===== src/rtl/sdram_line_port.sv =====
// Cache-line sequencer for the Gowin SDRAM_Controller_HS_Top: turns line read/write
// requests into ACTIVE + READ/WRITE (auto-precharge) bursts and interleaves auto-refresh.
module sdram_line_port #(
    parameter int unsigned LineWordsBitWidth     = 3,
    parameter int unsigned ActivateWaitCycles    = 2,
    parameter int unsigned ReadDataLatency       = 6,
    parameter int unsigned RecoveryCycles        = 4,
    parameter int unsigned RefreshIntervalCycles = 300,
    parameter int unsigned RefreshWaitCycles     = 8
) (
    input  logic                                      clk,
    input  logic                                      rst_n,
    input  logic                                      req_valid,
    input  logic                                      req_write,
    input  logic [20:0]                               req_address,
    input  logic [32*(1<<LineWordsBitWidth)-1:0]      wr_line,
    output logic [32*(1<<LineWordsBitWidth)-1:0]      rd_line,
    output logic                                      rd_valid,
    output logic                                      busy,
    output logic                                      I_sdrc_cmd_en,
    output logic [2:0]                                I_sdrc_cmd,
    output logic                                      I_sdrc_precharge_ctrl,
    output logic                                      I_sdram_power_down,
    output logic                                      I_sdram_selfrefresh,
    output logic [20:0]                               I_sdrc_addr,
    output logic [3:0]                                I_sdrc_dqm,
    output logic [31:0]                               I_sdrc_data,
    output logic [7:0]                                I_sdrc_data_len,
    input  logic [31:0]                               O_sdrc_data,
    input  logic                                      O_sdrc_init_done,
    input  logic                                      O_sdrc_cmd_ack
);
    localparam int unsigned LineWords = 1 << LineWordsBitWidth;
    localparam int unsigned LineBits  = 32 * LineWords;
    localparam logic [2:0] CMD_ACTIVE  = 3'b011;
    localparam logic [2:0] CMD_READ    = 3'b101;
    localparam logic [2:0] CMD_WRITE   = 3'b100;
    localparam logic [2:0] CMD_REFRESH = 3'b001;
    localparam logic [2:0] CMD_NOP     = 3'b111;
    localparam logic [20:0] LineMask   = ~21'(LineWords - 1);
    localparam logic [LineWordsBitWidth-1:0] LastWord = LineWordsBitWidth'(LineWords - 1);

    typedef enum logic [3:0] {
        S_INIT, S_IDLE, S_ACT_ACK, S_ACT_WAIT, S_WR_DATA,
        S_RD_WAIT, S_RD_DATA, S_RECOVER, S_REF_ACK, S_REF_WAIT
    } state_t;

    state_t                         state_q, state_d;
    logic [15:0]                    cnt_q, cnt_d;
    logic [LineWordsBitWidth-1:0]   widx_q, widx_d, widx_nx;
    logic                           cmd_en_d;
    logic [2:0]                     cmd_d;
    logic [20:0]                    addr_d;
    logic [31:0]                    data_d;
    logic                           accept, ref_issue;
    logic                           rd_last_d, rd_last_q;
    logic                           req_write_q;
    logic [20:0]                    addr_q;
    logic [LineBits-1:0]            wr_buf_q, rd_buf_q;
    logic [15:0]                    ref_cnt_q;
    logic                           refresh_pending_q;

    assign widx_nx = widx_q + LineWordsBitWidth'(1);

    assign busy                  = (state_q != S_IDLE) || refresh_pending_q;
    assign I_sdrc_precharge_ctrl = 1'b1;
    assign I_sdram_power_down    = 1'b0;
    assign I_sdram_selfrefresh   = 1'b0;
    assign I_sdrc_dqm            = '0;
    assign I_sdrc_data_len       = 8'(LineWords - 1);

    // Command outputs are registered: next-cycle values are decided here.
    always_comb begin
        state_d   = state_q;
        cnt_d     = cnt_q;
        widx_d    = widx_q;
        cmd_en_d  = 1'b0;
        cmd_d     = CMD_NOP;
        addr_d    = I_sdrc_addr;
        data_d    = '0;
        accept    = 1'b0;
        ref_issue = 1'b0;
        rd_last_d = 1'b0;
        case (state_q)
            S_INIT: begin
                if (O_sdrc_init_done) state_d = S_IDLE;
            end
            S_IDLE: begin
                if (refresh_pending_q) begin
                    ref_issue = 1'b1;
                    cmd_en_d  = 1'b1;
                    cmd_d     = CMD_REFRESH;
                    state_d   = S_REF_ACK;
                end else if (req_valid) begin
                    accept   = 1'b1;
                    cmd_en_d = 1'b1;
                    cmd_d    = CMD_ACTIVE;
                    addr_d   = {req_address[20:8], 8'h00};
                    state_d  = S_ACT_ACK;
                end
            end
            S_ACT_ACK: begin
                if (O_sdrc_cmd_ack) begin
                    state_d = S_ACT_WAIT;
                    cnt_d   = 16'(ActivateWaitCycles - 1);
                end
            end
            S_ACT_WAIT: begin
                if (cnt_q == '0) begin
                    cmd_en_d = 1'b1;
                    addr_d   = addr_q;
                    widx_d   = '0;
                    if (req_write_q) begin
                        cmd_d   = CMD_WRITE;
                        data_d  = wr_buf_q[31:0];
                        state_d = S_WR_DATA;
                    end else begin
                        cmd_d   = CMD_READ;
                        cnt_d   = 16'(ReadDataLatency - 1);
                        state_d = S_RD_WAIT;
                    end
                end else begin
                    cnt_d = cnt_q - 16'd1;
                end
            end
            S_WR_DATA: begin
                if (widx_q == LastWord) begin
                    state_d = S_RECOVER;
                    cnt_d   = 16'(RecoveryCycles - 1);
                end else begin
                    widx_d = widx_nx;
                    data_d = wr_buf_q[{widx_nx, 5'd0} +: 32];
                end
            end
            S_RD_WAIT: begin
                if (cnt_q == '0) begin
                    state_d = S_RD_DATA;
                    widx_d  = '0;
                end else begin
                    cnt_d = cnt_q - 16'd1;
                end
            end
            S_RD_DATA: begin
                if (widx_q == LastWord) begin
                    rd_last_d = 1'b1;
                    state_d   = S_RECOVER;
                    cnt_d     = 16'(RecoveryCycles - 1);
                end else begin
                    widx_d = widx_nx;
                end
            end
            S_RECOVER: begin
                if (cnt_q == '0) state_d = S_IDLE;
                else cnt_d = cnt_q - 16'd1;
            end
            S_REF_ACK: begin
                if (O_sdrc_cmd_ack) begin
                    state_d = S_REF_WAIT;
                    cnt_d   = 16'(RefreshWaitCycles - 1);
                end
            end
            S_REF_WAIT: begin
                if (cnt_q == '0) state_d = S_IDLE;
                else cnt_d = cnt_q - 16'd1;
            end
            default: state_d = S_INIT;
        endcase
        // Losing init_done overrides everything, including a command about to issue.
        if (!O_sdrc_init_done) begin
            state_d   = S_INIT;
            cmd_en_d  = 1'b0;
            cmd_d     = CMD_NOP;
            data_d    = '0;
            accept    = 1'b0;
            ref_issue = 1'b0;
            rd_last_d = 1'b0;
        end
    end

    always_ff @(posedge clk or negedge rst_n) begin
        if (!rst_n) begin
            state_q       <= S_INIT;
            cnt_q         <= '0;
            widx_q        <= '0;
            I_sdrc_cmd_en <= 1'b0;
            I_sdrc_cmd    <= CMD_NOP;
            I_sdrc_addr   <= '0;
            I_sdrc_data   <= '0;
            req_write_q   <= 1'b0;
            addr_q        <= '0;
            wr_buf_q      <= '0;
            rd_buf_q      <= '0;
            rd_last_q     <= 1'b0;
            rd_valid      <= 1'b0;
            rd_line       <= '0;
        end else begin
            state_q       <= state_d;
            cnt_q         <= cnt_d;
            widx_q        <= widx_d;
            I_sdrc_cmd_en <= cmd_en_d;
            I_sdrc_cmd    <= cmd_d;
            I_sdrc_addr   <= addr_d;
            I_sdrc_data   <= data_d;
            if (accept) begin
                req_write_q <= req_write;
                addr_q      <= req_address & LineMask;
                wr_buf_q    <= wr_line;
            end
            if (state_q == S_RD_DATA) rd_buf_q[{widx_q, 5'd0} +: 32] <= O_sdrc_data;
            // rd_line only changes once a whole line is in, so it stays stable between reads.
            rd_last_q <= rd_last_d;
            rd_valid  <= rd_last_q;
            if (rd_last_q) rd_line <= rd_buf_q;
        end
    end

    always_ff @(posedge clk or negedge rst_n) begin
        if (!rst_n) begin
            ref_cnt_q         <= 16'(RefreshIntervalCycles - 1);
            refresh_pending_q <= 1'b0;
        end else begin
            if (ref_cnt_q == '0) ref_cnt_q <= 16'(RefreshIntervalCycles - 1);
            else ref_cnt_q <= ref_cnt_q - 16'd1;
            if (ref_cnt_q == '0) refresh_pending_q <= 1'b1;
            else if (ref_issue) refresh_pending_q <= 1'b0;
        end
    end

endmodule


===== config.mk =====
export PLATFORM = sky130hd
export DESIGN_NAME = sdram_line_port
export DESIGN_NICKNAME = d
export VERILOG_FILES = /design/src/rtl/sdram_line_port.sv
export SDC_FILE = /design/constraint.sdc
export NUM_CORES = 1
export LEC_CHECK = 0
export CORE_ASPECT_RATIO = 1.5
export CORE_MARGIN = 4
export CORE_UTILIZATION = 35
export DETAILED_ROUTE_END_ITERATION = 8
export GPL_ROUTABILITY_DRIVEN = 0
export PLACE_DENSITY = 0.56
export SYNTH_ARGS = -nofsm -noshare
export SYNTH_HDL_FRONTEND = slang
export SYNTH_SLANG_ARGS = --single-unit

===== constraint.sdc =====
create_clock -name clk -period 7.2 [get_ports clk]
set_input_delay 1.08 -clock clk [delete_from_list [all_inputs] [get_ports clk]]
set_output_delay 1.08 -clock clk [all_outputs]
set_load 0.02 [all_outputs]

### Yosys cells after proc, flatten, opt, wreduce, memory -nomap -nowiden

Cells that the tools add are included.

| word-level totals | value |
|---|---|
| input port bits | 315 |
| register bits | 886 |

| operators by class | value |
|---|---|
| eq/ne operators | 28 |
| reductions and logical operators | 16 |
| add/subtract/negate cells | 4 |
| multiplexer cells | 54 |
| shift operators | 3 |

Operators with widths:

| cell | count |
|---|---|
| 256-bit bitwise mux | 1 |
| 32-bit by 10-bit variable shift with 256-bit output, first input constant | 1 |
| 256-bit by 9-bit indexed part select with 32-bit output | 1 |
| 32-bit by 10-bit indexed part select with 256-bit output | 1 |
| 32-bit 2-to-1 mux | 4 |
| 16-bit 2-to-1 mux | 7 |
| 16-bit case mux with 5 select lines | 1 |
| 32-bit case mux with 2 select lines | 1 |
| 21-bit 2-to-1 mux | 3 |
| 21-bit case mux with 2 select lines | 1 |
| 4-bit 2-to-1 mux | 9 |
| 16-bit logical NOT | 2 |
| 4-bit case mux with 8 select lines | 1 |
| 16-bit by 1-bit subtractor with 16-bit output, second input constant | 2 |
| 1-bit 2-to-1 mux | 17 |
| 4-bit by 3-bit == test with 1-bit output, second input constant | 4 |
| 3-bit 2-to-1 mux | 5 |
| 3-bit != test, second input constant | 5 |
| 2-bit != test, second input constant | 7 |
| 3-bit case mux with 2 select lines | 2 |
| 8-bit negator with 10-bit output | 1 |
| 4-bit by 2-bit == test with 1-bit output, second input constant | 2 |
| 4-bit == test, second input constant | 2 |
| 7-bit AND reduction | 1 |
| other kinds (18) | 24 |

### Depth between registers and ports, before layout

Gate-level depths: netlist of run 1.

| depth | value |
|---|---|
| word-level depth | 5 |
| mapped depth | 11 |
| gate-level depth less buffers | 8 |

### Least setup slack after synthesis of run 1

OpenSTA, ideal clock, no wires.

| timing | value |
|---|---|
| path type | reg-to-reg |
| start | reg widx_q[0] |
| end | reg rd_buf_q[134] |
| cell stages (with the launch flop) | 11 |
| slack | 4.355 ns |
| setup time | 0.125 ns |
| arrival time | 2.721 ns |
| clock period less this slack | 2.845 ns |
| data required time | 7.075 ns |
| cells stage by stage | dfrtp_1 -> clkbuf_1 -> inv_1 -> ha_1 -> ha_1 -> clkbuf_1 -> nor2b_1 -> clkbuf_1 -> nand4b_1 -> clkbuf_1 -> mux2_2 |

| on the way | value |
|---|---|
| longest elaborated chain between the ends | 3 |
| elaborated cells on any way between the ends | 4 |

Ends and longest elaborated chain:

| element | line | text |
|---|---|---|
| start: declaration | 50 | `logic [LineWordsBitWidth-1:0] widx_q, widx_d, widx_nx;` |
| start signal: assignment | 199 | `widx_q <= widx_d;` |
| 8-bit negator with 10-bit output (*) | 209 | `if (state_q == S_RD_DATA) rd_buf_q[{widx_q, 5'd0} +: 32] <= O_sdrc_data;` |
| 32-bit by 10-bit indexed part select with 256-bit output or 32-bit by 10-bit variable shift with 256-bit output (tied branches) | 209 |  |
| 256-bit bitwise mux (*) | 209 |  |
| end signal: indexed assignment | 209 |  |
| end: declaration | 59 | `logic [LineBits-1:0] wr_buf_q, rd_buf_q;` |

Every way passes the cells marked *; elsewhere a longest branch is shown, timed or not.
A chain may end at the register's enable or synchronous reset.

### Worst setup path in the final report of run 1

| timing | value |
|---|---|
| start | reg widx_q[0] |
| end | reg rd_buf_q[141] |

Same word-level chain as after synthesis.

==> results of run 1 <==
-- registers in the layout, indices dropped and copies added (netlist names) --
| signal | cells |
|---|---|
| state_q | 4 |
| rd_valid | 1 |
| I_sdrc_addr | 18 |
| cnt_q | 16 |
| refresh_pending_q | 1 |
| I_sdrc_data | 32 |
| rd_buf_q | 256 |
| widx_q | 3 |
| req_write_q | 1 |
| wr_buf_q | 256 |
| rd_line | 256 |
| addr_q | 18 |
| I_sdrc_cmd_en | 1 |
| I_sdrc_cmd | 3 |
| rd_last_q | 1 |
| ref_cnt_q | 16 |
-- per-layer routing --
layer / vias to the layer above / routed length (um) / share of wire (%) / global-route usage [%]
li1: 9858 / - / - / -
met2: 647 / 53920 / 51 / 34.67
met4: 24 / 2261 / 2.2 / 4.875
met1: 11330 / 38810 / 37 / 21.48
met3: 151 / 9685 / 9.2 / 7.570
met5: - / 137 / 0.13 / 0
-- cell families (layout without fill, tap and decap cells) --
group | after synthesis | after routing | share of synthesized area [%]
buffers and inverters | 184 | 835 | 2.373
AND/OR/NAND/NOR | 337 | 337 | 4.275
other | 2 | 31 | 0.02107
multiplexers | 777 | 777 | 26.48
AO/OA/AOI/OAI | 236 | 236 | 4.212
adder cells (fa/ha/maj) | 8 | 8 | 0.2808
flip-flops | 883 | 883 | 62.01
XOR/XNOR | 14 | 14 | 0.3440
-- cell usage after synthesis (all sizes together) (8+ instances only) --
library cell,number
and3,9
nand3,11
dfstp,8
mux4,64
or3,8
mux2i,39
o31ai,18
nand2,216
a21oi,9
nor4,10
o21ai,139
xnor2,8
clkbuf,89
buf,77
dfrtp,875
mux2,674
nor3,13
ha,8
inv,18
o2bb2ai,34
nor2,33
-- metrics by stage --
step | worst slack [ps] | instances | instance area, um^2 | utilization, % | power, mW
final | 2942 | 4426 | 46330 | 45.74 | 14.30
after global routing | 2624 | 4414 | 46300 | 45.72 | 15.05
after CTS | 2778 | 4413 | 46290 | 45.71 | 14.55
after detailed placement | 2777 | 4249 | 43160 | 42.62 | 9.553
after global placement | 2862 | 4249 | 43160 | 42.62 | 9.390
after floorplan | 4355 | 2457 | 35710 | - | 8.432
-- report_power, final --
group	total [mW]	switching, mW	internal (mW)
Sequential	6.46	0.593	5.87
Combinational	2.93	1.25	1.68
Clock	4.91	2.03	2.89
-- worst min-delay path, cell delays in order (launching register included) --
cell and delay (ps):
dfrtp_1 340, nand2_1 40, o21ai_0 60
-- layout make-up --
type | instances | area [um^2]
Tap cell | 1305 | 1633
Inverter | 18 | 67.56
Multi-Input combinational cell | 1390 | 12820
Clock inverter | 36 | 546.8
Timing Repair Buffer | 653 | 6529
Clock buffer | 128 | 2586
Fill cell | 8997 | 54940
Sequential cell | 883 | 22110
Antenna cell | 13 | 32.53
-- how the worst max path moves through the flow --
stage,slack (ps),start,end,cells past startpoint
6_report,2940,widx_q[0],rd_buf_q[141],7
5_1_grt,2620,widx_q[0],rd_buf_q[151],7
4_1_cts,2780,widx_q[0],rd_buf_q[141],7
3_5_place_dp,2780,O_sdrc_init_done,wr_buf_q[38],6
3_3_place_gp,2860,O_sdrc_init_done,wr_buf_q[103],6
2_1_floorplan,4350,widx_q[0],rd_buf_q[134],10
==> summary.md, run 1 <==
| Metric | Value |
|---|---|
| FP Rows | 143 |
| Post-CTS sizing | 0 |
| Worst R2R Start | widx_q[0] |
| Number of top-level pins | 645 |
| Critical Path AT | 4800 ps |
| Vias per inst | 4.973 |
| Initial antenna violation count | 29 |
| Bufs and invs on worst path | 2 |
| Slew HR | 21.95% |
| Sequential share of the synthesized area | 62.01% |
| Core footprint | 101,300 um^2 |
| Seq cells post-synth | 883 |
| Clk sinks | 883 |
| Yosys top cell by area | dfrtp_1 |
| Wirelength, routed | 104.8 mm |
| Post-synth top flop | dfrtp_1 |
| Critical Path RT | 7740 ps |
| Capture point of the worst reg-to-reg path | rd_buf_q[141] |
| WHS Path Cells | 2 |
| H-tree Lvls | 3 |
| Layout cells sized above 1 | 30.34% |
| IR Drop Worst-Case VDD | 216.6 uV |
| Via count | 22.01k |
| Reg2Reg Depth | 7 |
| Synth cell types | 63 |
| Layout Skew | 19.36 ps |
| Num CTS Buffers | 90 |
| GRT Util Overall | 19.35% |
| Type of destination of the critical path | flip-flop |
| Leak pwr | 20.35 nW |
| Largest delay share family, worst path | simple AND/OR/NAND/NOR gates |
| Hold wc startpoint | rd_buf_q[41] |
| Worst Tran Pin Value | 1171 ps |
| PortBufs | 623 |
| Area growth syn-to-layout | 29.95% |
| Setup tns final | 0 ps |
| Hold Crit Endpoint | rd_buf_q[41] |
| Overflow after GRT | 0 |
| Pin count of the biggest net entering global routing | 168 |
| Cells after Synth | 2,441 |
| Post-synth ARST share | 100.0% |
| CTS tree | built |
| Fmax | 0.2349 GHz |
| Hold Violations, Final | 0 |
| Reg2Reg Setup Slack | 2940 ps |
| Status | complete, no violations |
| Max Cap Viol | 0 |
| Syn. warnings | 0 |
| Mapped cell area | 35,650 um^2 |
| Worst-path clk slew | 70 ps |
| Most frequent cells in the layout | dfrtp_1 (873), mux2_2 (669), clkdlybuf4s50_1 (622) |
| Number of enable flip-flop cells after synthesis | 0 |
| Worst setup path class | reg2reg |
| Max Slew Vio Count | 0 |
| Final #Nets | 3,359 |
| RSZ-0062 raised after global routing | false |
| Drt first-iter violations | 1,110 |
| Worst hold slack | 474.3 ps |
| Initial Util | 35.20% |
| Critical-path cell list | inv_1 -> ha_4 -> ha_1 -> nor2b_1 -> nand4b_1 -> buf_4 -> mux2_2 |
| Ranking of synthesized cells by area | dfrtp_1 (61%), mux2_2 (21%), mux4_2 (4.0%) |
| Setup Buffers After CTS | 0 |
| Hold crit path type | reg2reg |
| Slowest CP cell | nor2b_1 |
| DRC errors left | 0 |
| Die Area | 107,100 um^2 |
| Final ANT Viol Nets | 0 |
| Ratio of final minimum period to clock period | 59.14% |
| Min Clock Period, post-route | 4258 ps |
| Max stage delay on crit path | 840 ps |
| Number of global-route vias before repair | 23.97k |
| Setup crit start kind | flip-flop |
| Mean Syn Cell Area | 14.60 um^2 |
| Commonest non-fill, non-tap cell in the layout | dfrtp_1 |
| WL per Instance | 23.68 um |
| Final setup fails | 0 |
| Clock buffer depth | 3 |
| Worst-Skew Late Latency | 660 ps |
| Die Ht | 398.9 um |
| Global-route wire length before repair | 155.8 mm |
| Clk root buf | clkbuf_16 |
| Post-DP HPWL | 74.58 mm |
| Critical path peak fanout | 28 |
| Power per Cell Area | 308.7 nW/um^2 |
| Die Wd | 268.6 um |
| Post-synth top area share | 61.42% |
| Hold Buf Count CTS | 0 |
| DR pass1 iterations | 5 |
Note: power is estimated with default switching activity, not from simulation.
==> run 2, diff against run 1 <==
clock period = 4.4 ns   (was 7.2 ns; I/O delays follow)
==> run 2 against run 1 <==
Net effect: count of clock-buffer cells in the layout up 9; die area unchanged; total power up 62%; clock skew up 7.4 ps; first-iteration DRC count up 7.5%; worst setup slack worse by 1800 ps; critical path depth down 4; register-to-register slack worse by 1500 ps; core utilization up 0.14 points; clock power up 58%; critical path type is now reg2out.
==> summary.md, run 2 (same netlist as run 1, synthesis figures left out) <==
| Metric | Value |
|---|---|
| Status | complete, no violations |
| FILL cells | 8,967 |
| Ratio of final minimum period to clock period | 73.92% |
| CTS tree | built |
| Clk sinks | 883 |
| Clock buffer depth | 3 |
| Finished Core Util | 45.89% |
| Worst-Skew Late Latency | 660 ps |
| IR Drop Worst-Case VDD | 343.3 uV |
| Via count | 22.19k |
| Hold Violations, Final | 0 |
| Die Wd | 268.6 um |
| Final #Nets | 3,378 |
| Worst R2R Start | state_q[2] |
| Initial Util | 35.20% |
| Critical Path RT | 3740 ps |
| Core footprint | 101,300 um^2 |
| Area growth syn-to-layout | 30.36% |
| GRT Util Overall | 19.50% |
| Setup crit start kind | flip-flop |
| Commonest non-fill, non-tap cell in the layout | dfrtp_1 |
| Reg2Reg Depth | 6 |
| Die Area | 107,100 um^2 |
| Num CTS Buffers | 91 |
| Hold crit path type | reg2reg |
| Setup Buffers After CTS | 0 |
| Most frequent cells in the layout | dfrtp_1 (873), mux2_2 (669), clkdlybuf4s50_1 (622) |
| Initial antenna violation count | 34 |
| Final setup fails | 0 |
| Min Clock Period, post-route | 3253 ps |
| Layout cells sized above 1 | 30.46% |
| Worst hold slack | 473.1 ps |
| Critical path peak fanout | 21 |
| RSZ-0062 raised after global routing | false |
| Vias per inst | 4.994 |
| Power Total | 23.15 mW |
| Die Ht | 398.9 um |
| WHS Path Cells | 2 |
| Capture point of the worst reg-to-reg path | rd_buf_q[25] |
| Layout Skew | 26.74 ps |
| Critical Path AT | 2590 ps |
| Pin count of the biggest net entering global routing | 118 |
| Worst-path clk slew | 60 ps |
| Final ANT Viol Nets | 0 |
| Reg2Reg Setup Slack | 1480 ps |
| Max Cap Viol | 0 |
| Type of destination of the critical path | primary output |
| Worst Tran Pin Value | 1103 ps |
| Setup tns final | 0 ps |
| Hold Crit Endpoint | rd_buf_q[114] |
| Drt first-iter violations | 1,193 |
| Worst setup path class | reg2out |
| Post-DP HPWL | 76.08 mm |
| Max Slew Vio Count | 0 |
| WL per Instance | 23.65 um |
| Number of global-route vias before repair | 24.09k |
| Number of top-level pins | 645 |
| Hold wc startpoint | rd_buf_q[114] |
| FP Rows | 143 |
| DR pass1 iterations | 4 |
| Global-route wire length before repair | 157.3 mm |
| Clk root buf | clkbuf_16 |
| Wirelength, routed | 105.1 mm |
| Leak pwr | 20.43 nW |
| Top Registers | rd_buf_q x256, rd_line x256, wr_buf_q x256 |
| Overflow after GRT | 0 |
| Slew HR | 26.45% |
| Fmax | 0.3075 GHz |
| PortBufs | 623 |
| DRC errors left | 0 |
| Power per Cell Area | 498.1 nW/um^2 |
| H-tree Lvls | 3 |
-- run 2: cell count changes in the layout (fill, tap and decap cells not counted), moves of 3 or more --
cell / delta
bufinv_16: -5
clkbuf_1: +4
buf_12: +10
clkbuf_8: +4
diode_2: +3
buf_4: +7
-- run 2: where the power goes --
part / internal, mW / total, mW / switching, mW
clock: 4.51 / 7.77 / 3.25
combinational: 2.76 / 4.85 / 2.09
sequential: 9.61 / 10.5 / 0.923
total: 16.9 / 23.1 / 6.26
-- run 2: routing by layer --
metal | vias to the layer above | GRT usage, % | part of all wire [%]
met5 | - | 0 | 0.19
met4 | 30 | 4.315 | 1.8
met3 | 140 | 7.546 | 8.9
met2 | 627 | 34.99 | 52
met1 | 11470 | 21.89 | 37
li1 | 9924 | - | -
-- run 2: layout make-up --
cell class / instances / area [um^2] / area share [%]
antenna: 16 / 40.04 / 0.08616
timing repair buffer: 671 / 6792 / 14.61
inverter: 18 / 67.56 / 0.1454
multi-input combinational: 1390 / 12810 / 27.57
tap: 1305 / 1633 / 3.514
clock inverter: 23 / 329.1 / 0.7081
sequential: 883 / 22110 / 47.59
clock buffer: 137 / 2681 / 5.770
-- run 2: per-stage QoR --
step	std cells	setup slack, ps	area, um^2
after floorplan	2457	1555	35710
after global placement	4266	1160	43410
after detailed placement	4266	1105	43410
after CTS	4427	1074	46430
after global routing	4428	960.1	46430
final	4443	1147	46470
-- run 2: repair_timing --
action | in CTS | in global routing
hold endpoints to repair | 28 | 0
gates resized for setup | 0 | 0
hold buffers | 1 | 0
-- run 2: critical path: stages (launching register included) --
cell and delay (ps):
dfrtp_1 740, nor2b_1 380, nand2_1 150, clkdlybuf4s50_1 680
-- run 2: worst max-delay path by stage --
| stage | to | start | cells past startpoint |
|---|---|---|---|
| after CTS | busy | state_q[0] | 3 |
| after detailed placement | wr_buf_q[168] | O_sdrc_init_done | 6 |
| after floorplan | rd_buf_q[134] | widx_q[0] | 10 |
| final | busy | state_q[0] | 3 |
| after global routing | busy | state_q[0] | 3 |
| after global placement | wr_buf_q[234] | O_sdrc_init_done | 6 |
==> run 3, diff against run 2 <==
clock period = 3.3 ns   (was 4.4 ns; I/O delays follow)
==> run 3 against run 2 <==
Net effect: combinational power is 35% higher; final area up 0.70%; sequential share of layout area shrank 0.33 points; die area stayed put; global-route usage is 0.25 points higher; flip-flop and latch count did not move; cell count increased by 0.45%; critical path type unchanged; critical endpoint unchanged; highest routed layer unchanged.
==> summary.md, run 3 (same netlist as run 1, synthesis figures left out) <==
| Metric | Value |
|---|---|
| Status | complete, no violations |
| Final std cells w/o fill | 4,463 |
| Top Registers | rd_buf_q x256, rd_line x256, wr_buf_q x256 |
| Layout Skew | 34.16 ps |
| Initial Util | 35.20% |
| Clk root buf | clkbuf_16 |
| GRT Util Overall | 19.74% |
| Number of top-level pins | 645 |
| PortBufs | 623 |
| Slew HR | 27.94% |
| Layout cells sized above 1 | 31.12% |
| Setup crit start kind | flip-flop |
| Initial antenna violation count | 37 |
| Setup tns final | 0 ps |
| Sw Pwr | 8.472 mW |
| Critical path peak fanout | 21 |
| Power per Cell Area | 670.1 nW/um^2 |
| Commonest non-fill, non-tap cell in the layout | dfrtp_1 |
| Ratio of final minimum period to clock period | 93.96% |
| Hold Violations, Final | 0 |
| Net Sw Frac | 27.02% |
| DP Cell Count | 4,274 |
| DRC errors left | 0 |
| Critical Path RT | 2800 ps |
| Most frequent cells in the layout | dfrtp_1 (873), mux2_2 (669), clkdlybuf4s50_1 (622) |
| Type of destination of the critical path | primary output |
| Max Slew Vio Count | 0 |
| Area growth syn-to-layout | 31.27% |
| Vias per inst | 4.959 |
| Min Clock Period, post-route | 3101 ps |
| H-tree Lvls | 3 |
| Hold crit path type | in2async |
| Fmax | 0.3225 GHz |
| Die Wd | 268.6 um |
| Critical Path AT | 2610 ps |
| Die Ht | 398.9 um |
| Worst Tran Pin Value | 1081 ps |
| Final setup fails | 0 |
| Max Cap Viol | 0 |
| Global-route wire length before repair | 158.2 mm |
| Post-DP HPWL | 76.73 mm |
| Wirelength, routed | 106.0 mm |
| Final #Nets | 3,386 |
| Worst setup path class | reg2out |
| Clock Power Share | 34.6% |
| FP Rows | 143 |
| Post-CTS sizing | 0 |
| Comb power frac | 20.8% |
| WL per Instance | 23.75 um |
| Sequential Power Share | 44.6% |
| Clock buffer depth | 3 |
| DR pass1 iterations | 5 |
| Internal Power | 22.89 mW |
| Clk sinks | 883 |
| CTS tree | built |
| Worst hold slack | 385.4 ps |
| Final ANT Viol Nets | 0 |
| Pin count of the biggest net entering global routing | 106 |
| Overflow after GRT | 0 |
| Num CTS Buffers | 91 |
| Number of global-route vias before repair | 24.38k |
| RSZ-0062 raised after global routing | false |
| Worst-Skew Late Latency | 680 ps |
| Die Area | 107,100 um^2 |
| Leak pwr | 20.58 nW |
| Via count | 22.13k |
| Drt first-iter violations | 1,136 |
| Core footprint | 101,300 um^2 |
| IR Drop Worst-Case VDD | 519.2 uV |
| Worst-path clk slew | 60 ps |
run 3: changes by cell type in the layout (fill, tap and decap cells not counted), moves of 2 or more:
cell	previous run	this run
buf_4	32	34
inv_6	2	4
clkinv_2	10	15
clkbuf_1	24	13
clkbuf_8	21	26
bufinv_16	5	8
diode_2	16	22
buf_12	15	21
run 3: worst max-delay path: stages, from the launching register on:
cell and delay [ps]:
dfrtp_1 740, nor2b_1 380, nand2_1 150, clkdlybuf4s50_1 670
run 3: power groups by stage:
stage	clock network [mW]	logic, mW	registers [mW]
3_3_place_gp	0	6.48	14.0
4_1_cts	11.2	6.72	14.0
2_1_floorplan	0	4.58	13.8
3_5_place_dp	0	6.70	14.2
6_report	10.8	6.53	14.0
5_1_grt	11.6	7.12	14.2
run 3: final timing paths:
| check | startpoint | end | slack, ps | cells past startpoint |
|---|---|---|---|---|
| max in group asynchronous | rst_n | wr_buf_q[247] | 1790 | 3 |
| setup / recovery | state_q[0] | busy | 200 | 3 |
| min in group clk | req_write | req_write_q | 410 | 3 |
| setup reg to reg | widx_q[0] | I_sdrc_data[24] | 580 | 8 |
| hold reg to reg | rd_buf_q[167] | rd_buf_q[167] | 470 | 2 |
| hold / removal | rst_n | wr_buf_q[80] | 390 | 2 |
run 3: routing by layer:
layer	wire [um]	global-route usage, %	up-vias
met5	198	0	-
met4	2478	5.968	28
met3	10010	7.848	150
met2	54550	34.70	632
met1	38770	21.98	11380
li1	-	-	9944
run 3: cell type report:
type	count	area [um^2]
fill	8874	54470
timing repair buffer	679	6927
antenna	22	55.05
inverter	18	67.56
clock inverter	35	478.0
clock buffer	131	2709
sequential	883	22110
tap	1305	1633
multi-input combinational	1390	12810
run 3: metrics by stage:
step / power [mW] / utilization [%] / setup slack [ps] / instance area (um^2)
floorplan: 18.40 / - / 454.7 / 35710
global placement: 20.52 / 43.00 / 569.3 / 43540
detailed placement: 20.90 / 43.00 / 563.3 / 43540
CTS: 31.93 / 46.16 / 140.3 / 46740
global route: 32.95 / 46.17 / 43.52 / 46760
finish: 31.36 / 46.21 / 199.2 / 46800
run 3: what timing repair did:
item	4_1_cts	5_1_grt
endpoints found under the hold margin	37	0
buffers inserted	0	0
hold buffers	1	0
==> RTL change 1 (flow settings as in run 1) <==
Set the parameter `LineWordsBitWidth` to 2 (it was 3).
--- a/src/rtl/sdram_line_port.sv
+++ b/src/rtl/sdram_line_port.sv
@@ -3,3 +3,3 @@
 module sdram_line_port #(
-    parameter int unsigned LineWordsBitWidth     = 3,
+    parameter int unsigned LineWordsBitWidth     = 2,
     parameter int unsigned ActivateWaitCycles    = 2,
Ports: changed (resized rd_line and wr_line); port bits go from 645 to 389. The function was not compared with the original's and may differ.
==> RTL change 1 against run 1 <==
Sequential cell count decreased by 383. Final area down 42%. Setup slack improved by 0.73 ns. Critical path type is now flop to output pin. Routed wire length decreased by 49%. Total power shrank 38%. Die area shrank 41%. Synthesized area down 42%. Non-clock buffer count shrank 265.
==> RTL change 1: results (changes against run 1) <==
status=finished clean; # H-tree levels=2 (-1); end of the worst register-to-register path=rd_buf_q[95]; Num Clock Sinks=500 (-43%); slew margin rel.=23.6% (+1.6 points); placed wire-length estimate=35400 um (-52%); DR WL met3=4280 um (-56%); WL met2=27100 um (-50%); GRT Total Usage=16.9% (-2.5 points); Critical Path Max Stage Delay=0.61 ns (-0.23 ns); Filler cells=5287 (-41%); register area share after synthesis=60.9% (-1.1 points); Avg WL per Cell=19.1 um (-19%); Worst Hold Class=input pin to asynchronous set/reset pin; first-pass GRT wire length=83400 um (-46%); RR Startpoint=widx_q[1]; layout cells sized above 1=22.3% (-8.0 points); vias=13500 (-39%); registers with the most flip-flops=rd_buf_q x128, rd_line x128, wr_buf_q x128; placed cells=2687 (-37%); GR Layer Usage met1=19.9% (-1.5 points); Distinct cells, synth=65 (+3.2%); Worst path slowest cell=dfrtp_1; PortBufs=369 (-41%); Synth area leaders=dfrtp_1 60%, mux2_2 15%, nand2_1 5.8%; top cells by count, synth=492 x dfrtp_1, 316 x nand2_1, 270 x mux2_2; PwrDens=335 mW/mm^2 (+8.4%); CTS buffer count=50 (-44%); M3 GR Usage=5.67% (-1.9 points); NetSw=2.69 mW (-31%); WP data arrival=2.45 ns (-2.35 ns); beginning of the critical path=state_q[1]; Via-to-Cell Ratio=4.84 (-2.7%); clk_skew=0.0227 ns (+0.00337 ns); worst setup path end=busy; initial antenna violation count=7 (-76%); Max IR drop VDD=0.208 mV (-3.9%); Clk Latency, worst-skew pair=0.59 ns (-0.07 ns); Comb. pwr=2.34 mW (-20%)
-- RTL change 1: logic make-up (layout without fill, tap and decap cells) --
kind of cell,count (synthesis),in the layout,share of synthesized area [%]
AOI/OAI and AO/OA,239,239,6.99
xor gates and xnor gates,16,16,0.682
adders and majority gates,9,9,0.548
buffers and inverters,126,490,2.73
DFF,500,500,60.9
muxes,323,323,19.4
other,2,22,0.0365
and+or+nand+nor,416,416,8.76
-- RTL change 1: stage by stage --
stage                     area (um^2)  setup WS (ns)  hold WS, ns
after floorplan                 20600           4.89        0.370
after global placement          25000           3.93        0.436
after detailed placement        25000           3.89        0.442
after CTS                       26700           3.60        0.416
after global routing            26700           3.53        0.426
final                           26700           3.67        0.422
-- RTL change 1: layout make-up --
class	count	share of cell area, %
sequential	500	47.0
multi-input combinational	1020	28.5
timing repair buffer	388	14.5
clock buffer	66	5.21
tap	770	3.61
clock inverter	27	1.03
inverter	9	0.127
antenna	5	0.0469
==> RTL change 2 (flow settings as in run 1) <==
Made on the original files. Make the reset (`rst_n`) synchronous in 2 clocked blocks.
--- a/src/rtl/sdram_line_port.sv
+++ b/src/rtl/sdram_line_port.sv
@@ -179,3 +179,3 @@
 
-    always_ff @(posedge clk or negedge rst_n) begin
+    always_ff @(posedge clk) begin
         if (!rst_n) begin
@@ -216,3 +216,3 @@
 
-    always_ff @(posedge clk or negedge rst_n) begin
+    always_ff @(posedge clk) begin
         if (!rst_n) begin
Function: not settled (the Yosys comparison gave no result); the edit may change what the design does.
==> RTL change 2 against run 1 <==
Final area fell by 6.1%. Count of clock-buffer cells in the layout fell by 11. Synthesized area fell by 5.8%. Sequential cell count did not move. Utilization rose by 0.17 points. Maximum frequency rose by 0.48%. Routed wire length rose by 14%. Sequential share of layout area fell by 7.1 points. Register-to-register slack improved by 0.61 ns. Via count rose by 26%. Setup slack improved by 0.020 ns.
Power is not compared: it rests on default switching activity, and its combinational part moved more than twofold at a synthesized area within 25%.
==> RTL change 2: results (changes against run 1) <==
status=finished clean; TritonRoute pass-1 iters=5 (unchanged); Critical Path Max Stage Delay=0.69 ns (-0.15 ns); r2r worst-path depth=6 (-1); GR Layer Usage met1=26.4% (+4.9 points); worst setup path end=busy; Synth area leaders=dfxtp_1 53%, nand2_1 11%, a21oi_1 8.3%; layout cells sized above 1=7.09% (-23 points); hold_sp=ref_cnt_q[0]; placed cells=5418 (+28%); GRT Total Usage=22.7% (+3.4 points); pre-CTS WS=3.21 ns (+0.436 ns); CTS root buf=clkbuf_16; first-pass GRT wire length=174000 um (+12%); WL met2=59200 um (+9.8%); grt met2 use=39.3% (+4.6 points); Filler cells=9180 (+2.0%); hold path cells=1 (-1); post-route clock period utilization=58.9% (-0.28 points); WHS=0.429 ns (-0.0449 ns); register area share after synthesis=52.6% (-9.4 points); Clk Latency, worst-skew pair=0.69 ns (+0.03 ns); DRT iter0 DRCs=2301 (+110%); Final #Nets=4569 (+36%); Mapped Cells=3827 (+57%); r2r setup slk=3.55 ns (+0.61 ns); M3 GR Usage=7.40% (-0.17 points); Post-Route WL=120000 um (+14%); Synth Flop Type=dfxtp_1; Avg WL per Cell=21.4 um (-9.5%); area post-placement=0.0405 mm^2 (-6.2%); Synth async-reset ratio=0% (-100 points); vias in the first global route=26300 (+9.7%); final core utilization=45.9% (+0.17 points); vias=27800 (+26%); beginning of the critical path=state_q[1]; CTS buffer count=88 (-2.2%); WL met1=45700 um (+18%); CP max FO=19 (-32%); Distinct cells, synth=59 (-6.3%); end of the worst register-to-register path=wr_buf_q[249]; Worst path slowest cell=nor3_1; hold endpoint=ref_cnt_q[0]; top cells by count, synth=976 x nand2_1, 883 x dfxtp_1, 558 x a21oi_1
==> RTL change 2: changes by cell type in the layout (fill, tap and decap cells not counted), sizes merged, moves of 14 or more <==
cell	before	now
mux2i	39	272
dfxtp	0	883
dfrtp	875	0
a22oi	0	33
o2bb2ai	34	0
a21oi	9	558
o21ai	139	16
nand2	216	976
mux2	674	32
nor2	33	344
o31ai	18	0
nand3	11	150
a211oi	0	14
==> RTL change 2: cells by family after synthesis <==
logic type | count (synthesis) | share of synthesized area (%)
adder cells (fa/ha/maj) | 6 | 0.224
buffers and inverters | 361 | 4.55
AO/OA/AOI/OAI | 646 | 10.2
AND/OR/NAND/NOR | 1545 | 18.4
multiplexers | 368 | 13.5
flip-flops | 883 | 52.6
other | 2 | 0.0224
XOR/XNOR | 16 | 0.417
==> RTL change 2: area by class of cell <==
cell class	instances	share of cell area (%)
flip-flops and latches	883	40.6
multi-input cells	2599	33.4
repair buffers	657	15.1
clock buffers	117	5.63
well taps	1260	3.62
clock inverters	42	1.35
inverters	19	0.181
diodes	6	0.0345
